**config.mk**
```make
export PLATFORM = sky130hd
export DESIGN_NAME = seq_detector_param
export DESIGN_NICKNAME = d
export VERILOG_FILES = /design/src/rtl/seq_detector_param.sv
export SDC_FILE = /design/constraint.sdc
export NUM_CORES = 1
export LEC_CHECK = 0
export CORE_MARGIN = 4
export CORE_UTILIZATION = 51
export CTS_BUF_LIST = sky130_fd_sc_hd__clkbuf_16
export CTS_CLUSTER_DIAMETER = 200
export DETAILED_ROUTE_END_ITERATION = 8
export PLACE_DENSITY = 0.86
export SYNTH_ARGS = -nofsm -noshare
export SYNTH_HDL_FRONTEND = slang
export SYNTH_SLANG_ARGS = --single-unit
```
**constraint.sdc**
```tcl
create_clock -name clk -period 2.9 [get_ports clk]
set_input_delay 0.435 -clock clk [delete_from_list [all_inputs] [get_ports clk]]
set_output_delay 0.435 -clock clk [all_outputs]
set_load 0.005 [all_outputs]
```
**src/rtl/seq_detector_param.sv**
```systemverilog
// Sequence detector: shifts accepted W-bit symbols into an N-deep window and pulses
// match when the window equals a runtime-loadable pattern; counts matches with saturation.
module seq_detector_param #(
    parameter int             W         = 8,
    parameter int             N         = 4,
    parameter int             CNT_W     = 8,
    parameter bit             OVERLAP   = 1'b1,
    parameter logic [N*W-1:0] PAT_RESET = '0
) (
    input  logic                     clk,
    input  logic                     reset,
    input  logic [W-1:0]             data,
    input  logic                     sent,
    output logic                     ready,
    input  logic [N*W-1:0]           pattern_in,
    input  logic                     load_pat,
    output logic                     match,
    output logic [CNT_W-1:0]         match_count,
    output logic [$clog2(N+1)-1:0]   fill,
    output logic [1:0]               state
);

    localparam int FW = $clog2(N+1);

    typedef enum logic [1:0] {
        FILL  = 2'd0,
        ARMED = 2'd1,
        LOAD  = 2'd2
    } state_t;

    // Handshake: a symbol transfers on a rising edge where sent && ready.
    // ready drops only for the single LOAD cycle after a pattern load.

    state_t         fsm;
    logic [N*W-1:0] window;
    logic [N*W-1:0] pattern;
    logic [N*W-1:0] shifted;
    logic [FW-1:0]  fill_next;
    logic           hit;

    assign ready     = (fsm != LOAD);
    assign state     = fsm;
    assign shifted   = {window[(N-1)*W-1:0], data};
    assign fill_next = (fill == FW'(N)) ? fill : fill + FW'(1);
    // The symbol that brings fill up to N is already eligible to complete a match.
    assign hit       = (fill_next == FW'(N)) && (shifted == pattern);

    always_ff @(posedge clk) begin
        if (reset) begin
            fsm         <= FILL;
            window      <= '0;
            fill        <= '0;
            match       <= 1'b0;
            match_count <= '0;
            pattern     <= PAT_RESET;
        end else if (load_pat) begin
            // Any symbol offered this cycle is swallowed without evaluation.
            pattern     <= pattern_in;
            fsm         <= LOAD;
            match_count <= '0;
            match       <= 1'b0;
            window      <= '0;
            fill        <= '0;
        end else begin
            match <= 1'b0;
            case (fsm)
                LOAD: fsm <= FILL;
                default: begin
                    if (sent) begin
                        match <= hit;
                        if (hit && (match_count != '1))
                            match_count <= match_count + CNT_W'(1);
                        if (hit && !OVERLAP) begin
                            window <= '0;
                            fill   <= '0;
                            fsm    <= FILL;
                        end else begin
                            window <= shifted;
                            fill   <= fill_next;
                            fsm    <= (fill_next == FW'(N)) ? ARMED : FILL;
                        end
                    end
                end
            endcase
        end
    end

endmodule

```
# Yosys cells after proc, flatten, opt, wreduce, memory -nomap -nowiden
# Index checks and enable logic that the tools add are counted.
# op_classes
n_addsub	2
n_eq_ne	6
mux	5
bitwise_logic	2
reduce_logical	8
# ops
operator	count
== test 32 bit	1
adder 8 x 1 -> 8 bit (second input constant)	1
inequality test 8 bit (second input constant)	1
== test 3 bit (second input constant)	2
2-to-1 mux 2 bit	3
OR reduction 4 bit	1
adder 3 x 1 -> 3 bit (second input constant)	1
2-to-1 mux 3 bit	1
AND reduction 3 bit	1
nonzero test 3 bit	1
OR reduction 3 bit	1
== test 2 bit (second input constant)	1
logical AND 1 bit	2
inequality test 2 bit (second input constant)	1
NOT 1 bit	2
AND reduction 2 bit	1
OR reduction 2 bit	1
2-to-1 mux 1 bit	1
# totals
ff_bits	70
output_inout_bits	15
word_cells	30

# Longest topological paths before layout
# Gate-level depths: netlist (run 1).
# logic_depth
depth_word	7
ltp_mapped	9
mapped_depth_nobuf	8

# Worst setup path before layout (run 1)
# No wires, ideal clock.
# synth_path
path_kind	reg-to-reg
from	reg fill[0]
to	reg match_count[5]
arrival_time_ns	2.286
required_time_ns	2.830
slack_ns	0.543
path_stages_with_launch	10
n_path_buf	1
period_less_slack_ns	2.357
path_cell_list	dfxtp_1 inv_1 ha_1 nor3b_1 o21ai_0 a21o_1 or4b_1 buf_2 or4_1 a21oi_1
# synth_via
elab_chain_len	6
word_cells_on_any_way	7
cone_classes	1 x add/sub; 2 x eq/ne; 1 x mux; 3 x reduce/logical
# synth_lines
element	line_no	source
from (decl)	19	output logic [$clog2(N+1)-1:0] fill,
from (signal assigned)	79	fill <= fill_next;
adder 3 x 1 -> 3 bit or == test 3 bit (tied branches)	44	assign fill_next = (fill == FW'(N)) ? fill : fill + FW'(1);
2-to-1 mux 3 bit (*)	44	
== test 3 bit (*)	46	assign hit = (fill_next == FW'(N)) && (shifted == pattern);
logical AND 1 bit (*)	46	
logical AND 1 bit (*)	71	if (hit && (match_count != '1))
AND reduction 3 bit (no source line) (*)	n/a	
to (signal assigned)	72	match_count <= match_count + CNT_W'(1);
to (decl)	18	output logic [CNT_W-1:0] match_count,
# Every way passes the cells marked *; elsewhere a longest branch is shown, timed or not.
# A chain may end at the register's enable or synchronous reset.

# Worst setup path in the final report (run 1)
# Same ends and word-level chain as after synthesis.

==> results of run 1 <==
## worst max-delay path, cell delays in order, from the launching register on
cell and delay, ns:
dfxtp_1 0.43, inv_1 0.11, ha_1 0.25, nor3b_1 0.17, o21ai_0 0.15, a21o_1 0.23
or4b_1 0.60, or4_1 0.44, a21oi_1 0.15
## cells by family (layout without fill, tap and decap cells)
family / count (synthesis) / count (layout) / synth area share
buffers and inverters: 22 / 80 / 0.0279
and+or+nand+nor: 136 / 136 / 0.208
muxes: 33 / 33 / 0.110
DFF: 70 / 70 / 0.467
xor gates and xnor gates: 33 / 33 / 0.0963
adders and majority gates: 3 / 3 / 0.0125
AOI/OAI and AO/OA: 43 / 43 / 0.0780
## cell type report
class / count / area, sq um
Clock buffer: 9 / 225
Clock inverter: 5 / 46.3
Fill cell: 454 / 1710
Inverter: 4 / 15.0
Multi-Input combinational cell: 248 / 1520
Sequential cell: 70 / 1400
Tap cell: 72 / 90.1
Timing Repair Buffer: 62 / 606
## power by group through the flow
stage / logic, mW / registers, mW / clock network (mW)
floorplan: 0.124 / 1.03 / 0
finish: 0.217 / 1.02 / 1.01
CTS: 0.218 / 1.02 / 1.03
global placement: 0.210 / 1.04 / 0
global route: 0.236 / 1.03 / 1.08
detailed placement: 0.215 / 1.04 / 0
## Yosys cell counts, types with 2 or more instances
library cell	instances
xnor2_1	9
xor2_1	24
clkbuf_1	15
mux2i_1	33
nor4_2	2
nor4_1	6
ha_1	3
a21oi_1	33
and4_1	2
nor2_1	39
nand3b_1	2
inv_1	4
nand2_1	60
or3_1	4
nor3_1	3
nand3_1	5
dfxtp_1	70
buf_1	2
o21ai_0	4
nand4_1	3
## worst max path at each step
| stage | endpoint | slack, ns | cells after the start |
|---|---|---|---|
| 2_1_floorplan | match_count[5]$_SDFFE_PP0P_ | 0.54 | 9 |
| 3_3_place_gp | match_count[5]$_SDFFE_PP0P_ | 0.07 | 7 |
| 3_5_place_dp | match_count[5]$_SDFFE_PP0P_ | 0.01 | 7 |
| 4_1_cts | match_count[5]$_SDFFE_PP0P_ | 0.32 | 8 |
| 5_1_grt | match_count[5]$_SDFFE_PP0P_ | 0.07 | 8 |
| 6_report | match_count[5]$_SDFFE_PP0P_ | 0.30 | 8 |
## per-stage QoR
| stage | hold WS (ns) | cells | utilization | instance area [sq um] | worst slack, ns |
|---|---|---|---|---|---|
| after floorplan | 0.448 | 340 | - | 3000 | 0.543 |
| after global placement | 0.454 | 456 | 0.647 | 3630 | 0.0671 |
| after detailed placement | 0.462 | 456 | 0.647 | 3630 | 0.0149 |
| after CTS | 0.469 | 470 | 0.695 | 3900 | 0.321 |
| after global routing | 0.482 | 470 | 0.695 | 3900 | 0.0737 |
| final | 0.465 | 470 | 0.695 | 3900 | 0.303 |
## layer usage
metal	routed length (um)	share of wire	vias to the layer above	track usage
li1	-	-	1260	-
met1	2900	0.41	1148	0.227
met2	3590	0.51	76	0.354
met3	419	0.060	12	0.0716
met4	112	0.016	0	0.0676
met5	0	0	-	0
## state kept, by name, indices dropped and copies added, names as in the netlist
register and cells:
pattern 32, window 24, match_count 8, fill 3
state 2, match 1
==> key figures, run 1 <==
Worst hold path
  – Worst hold path depth: 2
  – Worst hold endpoint: window[17]$_SDFFE_PP0P_
  – Hold path start: window[17]$_SDFFE_PP0P_
  – Min-Delay Path Class: reg2reg

Critical path
  – R2R cell count: 8
  – CP arrival: ~2.9 ns
  – Critical Path RT: 3.15 ns
  – CP Class: reg2reg
  – R2R Path Start: fill[0]$_SDFFE_PP0P_
  – Crit path from: fill[0]$_SDFFE_PP0P_
  – CP startpoint kind: flip-flop
  – R2R Path End: match_count[5]$_SDFFE_PP0P_
  – Peak fanout along the critical path: 8
  – Crit. End Element: flip-flop
  – FF-to-FF setup slack: 0.30 ns

STA
  – Pins over their slew limit: 0
  – Final Hold Violating Endpoints: 0
  – Fmax: 385 MHz
  – Tcrit/Tclk final: 0.896
  – Worst-Margin Slew: 0.834 ns
  – Post-route setup TNS: 0 ns
  – Final min period: around 2.6 ns
  – Final setup viols: 0
  – Worst clock skew: roughly 0.0042 ns
  – Relative slew slack: 0.443
  – Unrepaired setup endpoints after global routing: false

Place
  – Placer Congestion: between 0.8 and 0.9
  – IO buf count: 58
  – DPL Wire Length: 4930 um

Logic synthesis
  – Post-synthesis async set-or-reset flop share: 0
  – Largest area contributor in the netlist: dfxtp_1
  – Synthesized area per cell: 8.83 sq um
  – Most used DFF post-synth: dfxtp_1
  – Mapped cell area: 0.00300 sq mm
  – Cell count after synthesis: 340
  – Seq cells post-synth: 70
  – Synth top area share: 0.467
  – Ys Warns: 0
  – Sequential area share after synthesis: 0.467
  – Synth area leaders: dfxtp_1 47%, mux2i_1 11%, nand2_1 7.5%, xor2_1 7.0%, a21oi_1 5.5%
  – Syn_nets: 387
  – Count of cell types in the netlist: 37
  – Post-synth EDFFs: 0

Layout
  – # nets final: between 400 and 500
  – Synth-to-Final Area Change: 29.9%
  – Share of layout cells above drive strength 1: 0.0503
  – Most frequent cells in the layout: 70 x dfxtp_1, 60 x nand2_1, 57 x clkdlybuf4s50_1
  – Antenna cell count: 0
  – Commonest non-fill, non-tap cell in the layout: dfxtp_1

CTS
  – Clock tree sinks: 70
  – Post-CTS setup buffers: 0
  – Clock buffer depth: 2
  – CTS H-tree lvls: 3
  – CTS tree: done
  – CTS Root Cell: clkbuf_16
  – Post-cts resize count: 0
  – Clk Latency, worst-skew pair: 0.33 ns
  – Clk pin slew, worst setup/hold paths: 0.05 ns
  – Hold_buf cts: 0
  – CTS buffer count: 9

Route
  – Routed wire length: between 7000 and 8000 um
  – First-pass detailed-route iteration total: 4
  – DR vias: approximately 2,500
  – Final antenna-violating net count: 0
  – Via-to-Cell Ratio: approximately 5.3
  – Initial detailed-routing violation count: 146
  – DRC errors left: 0
  – Wire per inst: 14.9 um

Power and ir drop
  – PwrDens: slightly below 600 mW/mm^2
  – Worst vdd ir: 411 uV
  – Leak Pwr: 1.58 nW
  – Clock network power share: 0.448
  – Comb pwr share: 0.097
  – Pwr Total: 2.25 mW
  – Internal power: 1.75 mW
  – Switch Pwr: 493 uW
  – Reg power frac: 0.455
  – Switching Share: 0.219

Run
  – Max-Cap Viols: 0

GRT
  – First-pass GRT wire length: 11,400 um
  – Largest net degree at the start of global routing: 36
  – Vias in the first global route: 2,464
  – All-Layer GR Usage: 0.202
  – Gr ovfl total: 0
  – Initial antenna violation count: 0

Floorplanning
  – Area of the die: between 0.007 and 0.008 sq mm
  – Ports: 59
  – Die outline height: 84.7 um
  – Row Count: 27
  – Starting Density: 0.535
  – Core box area: 0.00561 sq mm
  – Die Wd: 84.7 um

Outcome
  – Status: completed
(Power assumes the default switching activity.)
==> inputs of run 2 (changes only) <==
--- a/config.mk
+++ b/config.mk
@@ -7,9 +7,9 @@
 export LEC_CHECK = 0
 export CORE_MARGIN = 4
-export CORE_UTILIZATION = 51
+export CORE_UTILIZATION = 45
 export CTS_BUF_LIST = sky130_fd_sc_hd__clkbuf_16
 export CTS_CLUSTER_DIAMETER = 200
 export DETAILED_ROUTE_END_ITERATION = 8
-export PLACE_DENSITY = 0.86
+export PLACE_DENSITY = 0.78
 export SYNTH_ARGS = -nofsm -noshare
 export SYNTH_HDL_FRONTEND = slang
==> constraint.sdc (replaced) <==
create_clock -name clk -period 2.9 [get_ports clk]
set_input_delay 0.435 -clock clk [delete_from_list [all_inputs] [get_ports clk]]
set_output_delay 0.435 -clock clk [all_outputs]
set_load 0.05 [all_outputs]
==> run 2 against run 1 <==
Sequential power barely moved; highest routed layer unchanged; final cell count rose by 1.7%; cell area rose by 0.58%; non-clock buffer count rose by 1; register-to-register slack barely moved; die area rose by 12%; first-iteration DRC count fell by 23%; critical path depth fell by 1.
==> key figures, run 2 (synthesized netlist as in run 1, its figures left out) <==
Power and ir drop
  – Switching Share: 0.229 (+0.00904)
  – Reg power frac: 0.448 (-0.007)
  – Switch Pwr: 521 uW (+5.7%)
  – Internal power: 1.76 mW (+0.35%)
  – Worst vdd ir: 433 uV (+5.4%)
  – Leak Pwr: 1.58 nW (about the same)
  – PwrDens: 582 mW/mm^2 (+0.94%)
  – Clock network power share: 0.453 (+0.005)
  – Comb pwr share: 0.099 (+0.002)

Floorplanning
  – Die Wd: 89.7 um (+5.8%)
  – Core box area: 0.00642 sq mm (+15%)
  – Row Count: 29 (+7.4%)
  – Area of the die: 0.00804 sq mm (+12%)
  – Die outline height: 89.7 um (+5.8%)
  – Starting Density: 0.467 (-0.0679)
  – Ports: 59 (unchanged)

Route
  – Final antenna-violating net count: 0 (unchanged)
  – Via-to-Cell Ratio: 5.28 (-0.57%)
  – DR vias: 2,524 (+1.1%)
  – DRC errors left: 0 (unchanged)
  – Wire per inst: 14.5 um (-2.6%)
  – Routed wire length: 6950 um (-0.97%)
  – First-pass detailed-route iteration total: 4 (unchanged)
  – Initial detailed-routing violation count: 112 (-23%)

Layout
  – Share of layout cells above drive strength 1: 0.0549 (+0.00461)
  – Synth-to-Final Area Change: 30.7%
  – Largest regs: pattern x32, window x24, match_count x8
  – Fill cell count: 560 (+23%)
  – Max reg flops: 32 (unchanged)
  – Commonest non-fill, non-tap cell in the layout: dfxtp_1
  – # nets final: 443 (+0.23%)
  – Post-layout util: 0.611 (-0.0847)
  – Most frequent cells in the layout: 70 x dfxtp_1, 60 x nand2_1, 57 x clkdlybuf4s50_1
  – Antenna cell count: 0 (unchanged)
  – Final instance area: 0.00392 sq mm (+0.58%)
  – Most flops, register: pattern

STA
  – Worst clock skew: 0.00486 ns (+0.000704 ns)
  – Unrepaired setup endpoints after global routing: false
  – Relative slew slack: 0.453 (+0.0101)
  – Pins over their slew limit: 0 (unchanged)
  – Final setup viols: 0 (unchanged)
  – Fmax: 376 MHz (-2.4%)
  – Post-route setup TNS: 0 ns (unchanged)
  – Tcrit/Tclk final: 0.917 (+0.0217)
  – Final Hold Violating Endpoints: 0 (unchanged)
  – Worst Slack Setup Final: 0.240 ns (-0.0629 ns)
  – Worst-Margin Slew: 0.818 ns (-0.0151 ns)
  – Final min period: 2.66 ns (+0.0629 ns)

GRT
  – Initial antenna violation count: 0 (unchanged)
  – First-pass GRT wire length: 11,300 um (-1.0%)
  – Largest net degree at the start of global routing: 36 (unchanged)
  – GRT busiest layer: met2
  – Met2 usage: 0.310 (-0.0439)
  – Gr ovfl total: 0 (unchanged)
  – All-Layer GR Usage: 0.185 (-0.0168)
  – M1 GR Usage: 0.220 (-0.00701)
  – Vias in the first global route: 2,457 (-0.28%)
  – Met3 usage in global routing: 0.0584 (-0.0132)

CTS
  – Clk pin slew, worst setup/hold paths: 0.05 ns (about the same)
  – Clock buffer depth: 2 (unchanged)
  – Post-cts resize count: 0 (unchanged)
  – Post-CTS setup buffers: 0 (unchanged)
  – CTS H-tree lvls: 3 (unchanged)
  – Clk Latency, worst-skew pair: 0.33 ns (about the same)
  – Clock tree sinks: 70 (unchanged)
  – CTS tree: done
  – CTS buffer count: 9 (unchanged)
  – Hold_buf cts: 0 (unchanged)
  – CTS Root Cell: clkbuf_16

Critical path
  – Critical Path RT: 3.16 ns (about the same)
  – CP arrival: 2.92 ns (+0.07 ns)
  – CP Class: in2reg
  – Peak fanout along the critical path: 7 (-1)
  – CP startpoint kind: primary input
  – Crit. End Element: flip-flop

Run
  – Max-Cap Viols: 0 (unchanged)

Place
  – Cell Area, Placed: 0.00364 sq mm (+0.38%)
  – IO buf count: 58 (unchanged)
  – Worst slack, placed: 0.0687 ns (+0.0538 ns)
  – DPL Wire Length: 4950 um (+0.42%)
  – Placer Congestion: 0.802 (-3.2%)

Worst hold path
  – Min-Delay Path Class: reg2reg

Outcome
  – Status: completed
## run 2: cell count changes in the layout (fill, tap and decap cells not counted), sizes merged
cell,change
clkinv,+5
buf,+1
inv,-3
## run 2: power by group through the flow
stage	Combinational, mW	Clock (mW)	Sequential (mW)
after global routing	0.249	1.09	1.02
after global placement	0.220	0	1.04
final	0.225	1.03	1.02
after detailed placement	0.225	0	1.04
after CTS	0.228	1.05	1.02
after floorplan	0.126	0	1.04
## run 2: final cells by class
class / instances / area [sq um] / share of cell area
multi-input combinational: 248 / 1520 / 0.387
sequential: 70 / 1400 / 0.357
timing repair buffer: 63 / 613 / 0.156
clock buffer: 9 / 225 / 0.0574
tap: 77 / 96.3 / 0.0246
clock inverter: 7 / 55.1 / 0.0140
inverter: 4 / 15.0 / 0.00383
## run 2: critical path: stages
cell and delay [ns]:
clkdlybuf4s50_1 0.47, xor2_1 0.19, nor4_1 0.34, nand4_1 0.23, or4b_1 0.67, or4_1 0.43, a21oi_1 0.15
## run 2: worst paths after layout
path,from,to,slack (ns),depth (start not counted)
setup / recovery,data[5],match_count[5]$_SDFFE_PP0P_,0.24,7
hold / removal,window[22]$_SDFFE_PP0P_,window[22]$_SDFFE_PP0P_,0.47,2
setup reg to reg,pattern[29]$_SDFFE_PP0P_,match_count[5]$_SDFFE_PP0P_,0.31,6
hold reg to reg,window[22]$_SDFFE_PP0P_,window[22]$_SDFFE_PP0P_,0.47,2
## run 2: layer usage
| metal | vias to the layer above | part of all wire |
|---|---|---|
| li1 | 1255 | - |
| met1 | 1187 | 0.43 |
| met2 | 68 | 0.49 |
| met3 | 14 | 0.053 |
| met4 | 0 | 0.026 |
| met5 | - | 0 |
## run 2: metrics by stage
step | hold WS (ns) | power (mW) | instances
floorplan | 0.448 | 1.16 | 340
global placement | 0.454 | 1.26 | 462
detailed placement | 0.462 | 1.27 | 462
CTS | 0.469 | 2.30 | 478
global route | 0.487 | 2.36 | 478
finish | 0.468 | 2.28 | 478
==> inputs of run 3 (changes only) <==
Settings changed: CTS_CLUSTER_SIZE set to 40, PLACE_DENSITY 0.78 to 0.76.
==> run 3 against run 2 <==
First-iteration DRC count up 16%; routed wire length shrank 1.7%; non-clock buffer count did not move; largest power group unchanged.
==> key figures, run 3 (synthesized netlist as in run 1, its figures left out) <==
Route
  – Routed wire length: 6830 um (-1.7%)
  – DR vias: 2,513 (-0.44%)
  – First-pass detailed-route iteration total: 4 (unchanged)
  – Initial detailed-routing violation count: 130 (+16%)
  – Via-to-Cell Ratio: 5.26 (-0.44%)
  – Final antenna-violating net count: 0 (unchanged)
  – DRC errors left: 0 (unchanged)
  – Wire per inst: 14.3 um (-1.7%)

CTS
  – Clock tree sinks: 70 (unchanged)
  – CTS buffer count: 9 (unchanged)
  – Clk Latency, worst-skew pair: 0.33 ns (about the same)
  – Post-CTS setup buffers: 0 (unchanged)
  – Clock buffer depth: 2 (unchanged)
  – CTS tree: done
  – CTS H-tree lvls: 3 (unchanged)
  – CTS Root Cell: clkbuf_16
  – Post-cts resize count: 0 (unchanged)
  – Hold_buf cts: 0 (unchanged)
  – Clk pin slew, worst setup/hold paths: 0.06 ns (about the same)

Floorplanning
  – Row Count: 29 (unchanged)
  – Core box area: 0.00642 sq mm (unchanged)
  – Die Wd: 89.7 um (unchanged)
  – Ports: 59 (unchanged)
  – Die outline height: 89.7 um (unchanged)
  – Starting Density: 0.467 (unchanged)
  – Area of the die: 0.00804 sq mm (unchanged)

Layout
  – # nets final: 443 (unchanged)
  – Antenna cell count: 0 (unchanged)
  – Final instance area: 0.00392 sq mm (about the same)
  – Largest regs: pattern x32, window x24, match_count x8
  – Most frequent cells in the layout: 70 x dfxtp_1, 60 x nand2_1, 57 x clkdlybuf4s50_1
  – Commonest non-fill, non-tap cell in the layout: dfxtp_1
  – Share of layout cells above drive strength 1: 0.0574 (+0.00249)
  – Max reg flops: 32 (unchanged)
  – Synth-to-Final Area Change: 30.7% (about the same)
  – Most flops, register: pattern

Critical path
  – R2R Path Start: fill[0]$_SDFFE_PP0P_
  – Slowest cell on crit path: or4b_1
  – Critical Path RT: 3.16 ns (about the same)
  – CP Class: reg2reg
  – R2R Path End: match_count[5]$_SDFFE_PP0P_
  – CP startpoint kind: flip-flop
  – R2R cell count: 8 (+2)
  – FF-to-FF setup slack: 0.35 ns (+0.04 ns)
  – CP arrival: 2.81 ns (-0.11 ns)
  – Crit. End Element: flip-flop
  – Crit path largest cell delay: 0.57 ns (-0.10 ns)
  – Peak fanout along the critical path: 7 (unchanged)
  – Cell Chain, Critical Path: inv_1, ha_1, nor3b_1, o21ai_0, a21o_1, or4b_1, or4_1, a21oi_1

Worst hold path
  – Hold path start: window[22]$_SDFFE_PP0P_
  – Worst hold endpoint: window[22]$_SDFFE_PP0P_
  – Min-Delay Path Class: reg2reg
  – Worst hold path depth: 2 (unchanged)

Power and ir drop
  – Worst vdd ir: 343 uV (-21%)
  – Leak Pwr: 1.58 nW (+0.39%)
  – PwrDens: 581 mW/mm^2 (-0.17%)

Place
  – Cell Area, Placed: 0.00364 sq mm (unchanged)
  – DPL Wire Length: 4820 um (-2.8%)
  – IO buf count: 58 (unchanged)
  – Placer Congestion: 0.794 (-0.95%)
  – Worst slack, placed: 0.0900 ns (+0.0213 ns)

STA
  – Relative slew slack: 0.441 (-0.0118)
  – Unrepaired setup endpoints after global routing: false
  – Hold Slack: 0.471 ns (+0.00336 ns)
  – Final Hold Violating Endpoints: 0 (unchanged)
  – Pins over their slew limit: 0 (unchanged)
  – Post-route setup TNS: 0 ns (unchanged)
  – Final min period: 2.55 ns (-0.112 ns)
  – Worst clock skew: 0.00520 ns (+0.000337 ns)
  – Worst-Margin Slew: 0.836 ns (+0.0177 ns)
  – Final setup viols: 0 (unchanged)
  – Worst Slack Setup Final: 0.352 ns (+0.112 ns)
  – Fmax: 392 MHz (+4.4%)
  – Tcrit/Tclk final: 0.879 (-0.0387)

Outcome
  – Status: completed

GRT
  – Gr ovfl total: 0 (unchanged)
  – All-Layer GR Usage: 0.184 (-0.00120)
  – Initial antenna violation count: 0 (unchanged)
  – Vias in the first global route: 2,392 (-2.6%)
  – First-pass GRT wire length: 11,300 um (+0.19%)
  – Largest net degree at the start of global routing: 36 (unchanged)

Run
  – Max-Cap Viols: 0 (unchanged)
==> run 3: how the worst max path moves through the flow <==
| stage | slack [ns] | start | end |
|---|---|---|---|
| 4_1_cts | 0.35 | fill[0]$_SDFFE_PP0P_ | match_count[5]$_SDFFE_PP0P_ |
| 5_1_grt | 0.14 | fill[0]$_SDFFE_PP0P_ | match_count[0]$_SDFFE_PP0P_ |
| 6_report | 0.35 | fill[0]$_SDFFE_PP0P_ | match_count[5]$_SDFFE_PP0P_ |
| 3_3_place_gp | 0.11 | data[5] | match_count[5]$_SDFFE_PP0P_ |
| 3_5_place_dp | 0.09 | data[5] | match_count[5]$_SDFFE_PP0P_ |
| 2_1_floorplan | 0.14 | fill[0]$_SDFFE_PP0P_ | match_count[5]$_SDFFE_PP0P_ |
==> run 3: final cells by class <==
cell class | instances | area (sq um)
clock buffer | 9 | 225
multi-input combinational | 248 | 1520
timing repair buffer | 63 | 613
tap | 77 | 96.3
clock inverter | 7 | 56.3
fill | 565 | 2500
inverter | 4 | 15.0
sequential | 70 | 1400
==> run 3: power breakdown <==
group | internal, mW | switching, mW
sequential | 0.995 | 0.0262
combinational | 0.115 | 0.107
clock | 0.651 | 0.383
total | 1.76 | 0.517
==> run 3: critical path, delay by kind of cell (launching register included) <==
kind | cells | cell delay (ns)
buffers and inverters | 1 | 0.10
AOI/OAI and AO/OA | 3 | 0.52
and+or+nand+nor | 3 | 1.20
adders and majority gates | 1 | 0.24
DFF | 1 | 0.42
==> run 3: layer usage <==
metal,vias up,wire [um],global-route usage
met5,-,0,0
met4,0,95,0.0677
met1,1174,2960,0.227
met2,72,3410,0.311
met3,10,362,0.0447
li1,1257,-,-
==> run 3: per-stage QoR <==
step	power (mW)	utilization	cells
2_1_floorplan	1.16	-	340
3_3_place_gp	1.26	0.567	462
3_5_place_dp	1.27	0.567	462
4_1_cts	2.30	0.611	478
5_1_grt	2.36	0.611	478
6_report	2.28	0.611	478
